**config.mk**
```make
export PLATFORM = sky130hd
export DESIGN_NAME = fetch_stage
export DESIGN_NICKNAME = d
export VERILOG_FILES = /design/src/rtl/fetch_stage.sv
export SDC_FILE = /design/constraint.sdc
export NUM_CORES = 1
export LEC_CHECK = 0
export CAP_MARGIN = 20
export CORE_MARGIN = 3
export CORE_UTILIZATION = 40
export CTS_CLUSTER_SIZE = 14
export DETAILED_ROUTE_END_ITERATION = 10
export PLACE_DENSITY = 0.79
export SYNTH_ARGS = -nofsm -noshare
export SYNTH_HDL_FRONTEND = slang
export SYNTH_SLANG_ARGS = --single-unit
export TNS_END_PERCENT = 5
```
**constraint.sdc**
```tcl
create_clock -name CLK -period 9.45 [get_ports CLK]
set_clock_uncertainty 0.15 [all_clocks]
set_input_delay 1.89 -clock CLK [delete_from_list [all_inputs] [get_ports CLK]]
set_output_delay 1.89 -clock CLK [all_outputs]
set_load 0.005 [all_outputs]
```
**src/rtl/fetch_stage.sv**
```systemverilog
// RV32I instruction-fetch stage with IF/ID pipeline register.
// Holds the PC, applies hazard stall/flush and execute redirects, and counts fetches and bubbles.
module fetch_stage #(
  parameter logic [31:0] RESET_VECTOR = 32'h0000_0000,
  parameter logic [31:0] NOP_INSTR    = 32'h0000_0013,
  parameter int          COUNT_W      = 32
) (
  input  logic               CLK,
  input  logic               rst,
  input  logic               stallF,
  input  logic               stallD,
  input  logic               flushD,
  input  logic               pcsrcE,
  input  logic [31:0]        pctargetE,
  output logic [31:0]        imem_addr,
  input  logic [31:0]        imem_rdata,
  output logic [31:0]        instrD,
  output logic [31:0]        pcD,
  output logic [31:0]        pcplus4D,
  output logic               validD,
  output logic               misalignD,
  output logic [COUNT_W-1:0] fetch_count,
  output logic [COUNT_W-1:0] bubble_count
);

  logic [31:0]        r_pcf;
  logic [31:0]        r_instrd;
  logic [31:0]        r_pcd;
  logic [31:0]        r_pcplus4d;
  logic               r_validd;
  logic               r_misalignd;
  logic [COUNT_W-1:0] r_fetch_count;
  logic [COUNT_W-1:0] r_bubble_count;

  logic [31:0] w_pcplus4f;
  logic [31:0] w_redirect_pc;
  logic        w_misalignf;
  logic        w_effflush;
  logic        w_load_d;
  logic [31:0] w_instrf;

  // PC+4 wraps naturally at 2^32 because the sum is truncated to 32 bits.
  assign w_pcplus4f    = r_pcf + 32'd4;
  assign w_redirect_pc = {pctargetE[31:1], 1'b0};
  assign w_misalignf   = r_pcf[1];
  assign w_effflush    = flushD | pcsrcE;
  assign w_load_d      = ~w_effflush & ~stallD;
  assign w_instrf      = w_misalignf ? NOP_INSTR : imem_rdata;

  // NOTE: all state uses non-blocking assignments so every register samples pre-edge values.
  always_ff @(posedge CLK or posedge rst) begin
    if (rst) begin
      r_pcf <= RESET_VECTOR;
    end else if (pcsrcE) begin
      r_pcf <= w_redirect_pc;
    end else if (!stallF) begin
      r_pcf <= w_pcplus4f;
    end
  end

  // A redirect kills the wrong-path word, and a flush wins over a decode stall.
  always_ff @(posedge CLK or posedge rst) begin
    if (rst) begin
      r_instrd    <= NOP_INSTR;
      r_pcd       <= 32'd0;
      r_pcplus4d  <= 32'd0;
      r_validd    <= 1'b0;
      r_misalignd <= 1'b0;
    end else if (w_effflush) begin
      r_instrd    <= NOP_INSTR;
      r_pcd       <= 32'd0;
      r_pcplus4d  <= 32'd0;
      r_validd    <= 1'b0;
      r_misalignd <= 1'b0;
    end else if (w_load_d) begin
      r_instrd    <= w_instrf;
      r_pcd       <= r_pcf;
      r_pcplus4d  <= w_pcplus4f;
      r_validd    <= 1'b1;
      r_misalignd <= w_misalignf;
    end
  end

  always_ff @(posedge CLK or posedge rst) begin
    if (rst) begin
      r_fetch_count  <= '0;
      r_bubble_count <= '0;
    end else begin
      if (w_load_d) begin
        r_fetch_count <= r_fetch_count + 1'b1;
      end
      if (w_effflush) begin
        r_bubble_count <= r_bubble_count + 1'b1;
      end
    end
  end

  assign imem_addr    = r_pcf;
  assign instrD       = r_instrd;
  assign pcD          = r_pcd;
  assign pcplus4D     = r_pcplus4d;
  assign validD       = r_validd;
  assign misalignD    = r_misalignd;
  assign fetch_count  = r_fetch_count;
  assign bubble_count = r_bubble_count;

endmodule

```
Yosys cells after proc, flatten, opt, wreduce, memory -nomap -nowiden
Cells that the tools add are included.
{"block": "totals", "register_bits": 194, "wordCells": 30, "output_inout_bits": 194, "input_bits": 70}
{"block": "op_classes", "add_sub_neg": 3, "eq_ne": 1, "reduce_logical": 1, "n_bitwise": 4, "mux": 13}
{"op": "32-bit 2-to-1 mux", "n": 9}
{"op": "32-bit by 1-bit adder with 32-bit output, second input constant", "n": 2}
{"op": "32-bit by 3-bit adder with 32-bit output, second input constant", "n": 1}
{"op": "1-bit 2-to-1 mux", "n": 4}
{"op": "2-bit by 1-bit inequality test with 1-bit output, second input constant", "n": 1}
{"op": "1-bit inverter", "n": 2}
{"op": "2-bit nonzero test", "n": 1}
{"op": "1-bit AND", "n": 1}
{"op": "1-bit OR", "n": 1}

Longest topological paths before layout
{"block": "depth", "depth_word": 5, "ltp_mapped": 8, "depth_no_buf": 5}

Worst setup path before layout
OpenSTA, ideal clock, no wires.
{"block": "synth_timing", "path_kind": "input to register", "from": "input port flushD", "to": "register r_fetch_count[19] (netlist: fetch_count[19])", "setup_slack_ns": 5.970, "arrival_ns": 3.206, "setup_ns": 0.124, "n_path_buf": 2, "t_required_ns": 9.176, "path_stages": 6, "cell_sequence": "or2_2 -> clkbuf_1 -> clkbuf_1 -> nor3_1 -> nand4_1 -> xnor2_1"}
{"block": "synth_via", "elab_chain_len": 3}
{"element": "start, declared", "line": "12", "source": "input logic flushD,"}
{"element": "1-bit OR", "line": "46", "source": "assign w_effflush = flushD | pcsrcE;"}
{"element": "1-bit inverter", "line": "47", "source": "assign w_load_d = ~w_effflush & ~stallD;"}
{"element": "1-bit AND", "line": "47"}
{"element": "end signal, assigned", "line": "90", "source": "r_fetch_count <= r_fetch_count + 1'b1;"}
{"element": "end, declared", "line": "32", "source": "logic [COUNT_W-1:0] r_fetch_count;"}
Every way passes these cells.
A chain may end at the register's enable or synchronous reset.

Worst setup path in the final report
{"block": "layout_timing", "from": "input port pcsrcE", "to": "register r_fetch_count[19] (netlist: fetch_count[19])"}
{"block": "layout_via", "elab_chain_len": 3}
{"element": "start, declared", "line": "13", "source": "input logic pcsrcE,"}
{"element": "1-bit OR", "line": "46"}
{"element": "1-bit inverter", "line": "47"}
{"element": "1-bit AND", "line": "47"}
Every way passes these cells.

==> summary.md <==
| Metric | Value |
|---|---|
| Status | finished clean |
| Pwr Density | ~160 nW/µm² |
| Yosys warning total | 0 |
| Crit Path Class | input pin to flip-flop |
| Cell Area, Synth | 8790 µm² |
| Period utilization | 42.5% |
| Min Tclk post-route | between 4 and 5 ns |
| Critical-path cell list | clkdlybuf4s50_1 > buf_4 > or2_2 > buf_4 > nor3_1 > nand4_1 > xnor2_1 |
| Post-layout util | 57.1% |
| Slew at the pin closest to its max-slew limit | just under 1 ns |
| Unrepaired setup endpoints after global routing | false |
| Grt ovf | 0 |
| Die area | around 24000 µm² |
| Diodes inserted | 0 |
| Most frequent cell on the critical path | buf_4 |
| Initial antenna violation count | 0 |
| Lkg Pwr | slightly below 5 nW |
| Area Overhead vs Synth | 38.2% |
| CTS Buf Count | 17 |
| Initial core utilization | between 40% and 50% |
| Setup bufs post-CTS | 0 |
| Worst setup EP type | flip-flop |
| Max-Cap Viols | 0 |
| CP Buf/Inv Count | 3 |
| Drt first pass iters | 4 |
| Post-Syn Area per Cell | between 10 and 15 µm² |
| Total negative slack | 0 ns |
| CP max-delay cell | nor3_1 |
| Fin area | about 12000 µm² |
| FF-to-FF setup slack | roughly 6.3 ns |
| CP max stage delay | about 0.62 ns |
| Fmax | ~0.25 GHz |
| Root Buffer Master | clkbuf_16 |
| Max_slew headroom | roughly 34% |
| Layout Nets | 1131 |
| Rows | 53 |
| Max Buffers Root-to-Sink | 2 |
| Internal power | ~1.4 mW |
| Vias in the first global route | ~7300 |
| Commonest register cell after synthesis | dfrtp_1 |
| Req. time, crit path | approximately 9.6 ns |
| Core ar. | roughly 21000 µm² |
| CTS H-tree depth | 4 |
| Clock share of power | between 30% and 40% |
| Global-route wire length before repair | 40700 µm |
| Sequential power share | a little under half |
| CP Launch Type | input pin |
| Crit Path Max Fanout | 48 |
| Slew Limit Fails | 0 |
| Post-DP Area | 11500 µm² |
| CTS resizes | 0 |
| DRT iter0 DRCs | between 400 and 500 |
| Buffers on Ports | about 260 |
| Clock latency on the worst-skew pair | 0.43 ns |
| Fin. Hold Viols | 0 |
| Via Count | about 7400 |
| Distinct cell type count after synthesis | 50 |
| All-Layer GR Usage | between 20% and 30% |
| Clk sinks | 189 |
| Post-synthesis sequential area ratio | 53.8% |
| Post-detail-place hpwl | 17500 µm |
| Largest net degree at the start of global routing | ~120 |
| Net Sw Power | just under 600 µW |
| Gate Count Post-Synth | ~840 |
| Post-DR wirelength/cell | ~19 µm |
| Final antenna-violating net count | 0 |
| Setup Viol. Count Final | 0 |
| Sw Share | between 20 and 30% |
| Routability Congestion | roughly 0.82 |
| Die Ht | ~150 µm |
| Share of cells above drive strength 1 | under 10% |
| Crit path DAT | 4.18 ns |
| Worst hold path type | flip-flop to flip-flop |
| Hold-fix buffers, CTS | 0 |
| Register bit total from synthesis | 189 |
| Total Wirelength | 25400 µm |
| IO Count | between 200 and 300 |
| Clk slew on worst S/H paths | around 0.080 ns |
| Combinational share of power | between 10% and 20% |
| DRC | 0 |
| Maximum vdd drop | roughly 0.00011 V |
| Number of synthesized flops with an enable pin | 0 |
| Vias per inst | roughly 5.5 |
| CP top delay family | simple AND/OR/NAND/NOR gates |
| Die width | between 150 and 200 µm |
| CTS tree | yes |
| Ys async rst share | 100% |
worst paths after layout:
kind | from | to | cells past startpoint
worst max-delay path | pcsrcE | fetch_count[19] | 7
worst min-delay path | bubble_count[31] | bubble_count[31] | 1
worst max register to register | imem_addr[2] | pcplus4D[22] | 5
worst min register to register | bubble_count[31] | bubble_count[31] | 1
max in group asynchronous | rst | pcplus4D[8] | 3
min in group asynchronous | rst | instrD[12] | 2
state kept, by name, summed over array words and instances (netlist names):
name and flops:
validD 1, pcplus4D 30, instrD 32, imem_addr 31, fetch_count 32, bubble_count 32, pcD 31
layout by cell type, fill, tap and decap left out, drive strengths merged, types with 4 or more instances in the layout:
cell | Yosys | layout
clkdlybuf4s50 | 0 | 258
dfrtp | 186 | 186
xnor2 | 73 | 73
nand2 | 67 | 67
nor2 | 60 | 60
o21ai | 46 | 46
nand4 | 34 | 34
a22o | 29 | 29
a31oi | 29 | 29
mux2i | 26 | 26
nand3 | 24 | 24
or4 | 21 | 21
a21oi | 17 | 17
clkbuf | 44 | 17
nor3 | 17 | 17
o31ai | 16 | 16
and4 | 15 | 15
nor4 | 15 | 15
or3 | 13 | 13
xor2 | 12 | 12
and2 | 11 | 11
buf | 23 | 11
inv | 5 | 11
and3 | 10 | 10
clkinv | 1 | 9
nand4b | 7 | 7
o41ai | 4 | 4
through the flow:
step | setup WS [ns] | hold slack [ns] | power (mW) | std cells
CTS | 5.42 | 0.332 | 2.00 | 1345
detailed placement | 4.97 | 0.316 | 1.26 | 1313
finish | 5.43 | 0.329 | 1.98 | 1346
floorplan | 2.27 | 0.318 | 1.07 | 837
global route | 5.24 | 0.359 | 2.06 | 1346
global placement | 4.99 | 0.312 | 1.25 | 1312
Yosys cell counts (6+ instances only):
library cell  number  area, µm²
dfrtp_1          186       4650
xnor2_1           73        639
nand2_1           66        248
nor2_1            60        225
o21ai_0           46        230
clkbuf_1          43        161
nand4_1           32        200
a22o_1            29        254
a31oi_1           29        181
mux2i_1           26        260
nand3_1           23        115
or4_1             21        158
a21oi_1           17       85.1
nor3_1            17       85.1
o31ai_1           16        120
and4_1            15        131
buf_2             13       65.1
or3_1             13       81.3
nor4_1            12       75.1
xor2_1            12        105
and2_1            10       62.6
and3_1            10       62.6
nand4b_1           7       61.3
buf_4              6       45.0
layout make-up:
| class | count | area, µm² |
|---|---|---|
| fillers | 1786 | 9130 |
| repair buffers | 269 | 2670 |
| well taps | 275 | 344 |
| multi-input cells | 575 | 3760 |
| flip-flops and latches | 189 | 4730 |
| clock buffers | 17 | 425 |
| inverters | 6 | 30.0 |
| clock inverters | 15 | 193 |
layer usage:
| metal | track usage [%] | routed length [µm] |
|---|---|---|
| met5 | 0 | 0 |
| met3 | 5.23 | 1800 |
| met2 | 34.7 | 12300 |
| met4 | 5.76 | 398 |
| met1 | 28.2 | 10900 |
power by group through the flow:
stage / clock network [mW] / logic (mW) / registers [mW]
finish: 0.737 / 0.306 / 0.936
global route: 0.783 / 0.335 / 0.946
CTS: 0.754 / 0.310 / 0.935
detailed placement: 0 / 0.307 / 0.951
global placement: 0 / 0.303 / 0.948
floorplan: 0 / 0.146 / 0.926
cell families after synthesis:
logic type               share of synthesized area (%)
buffers and inverters                             3.66
flip-flops                                        53.8
multiplexers                                      3.34
XOR/XNOR                                          8.46
AND/OR/NAND/NOR                                   18.9
other                                           0.0426
adder cells (fa/ha/maj)                          0.427
AO/OA/AOI/OAI                                     11.3
Note: power is estimated with default switching activity, not from simulation.
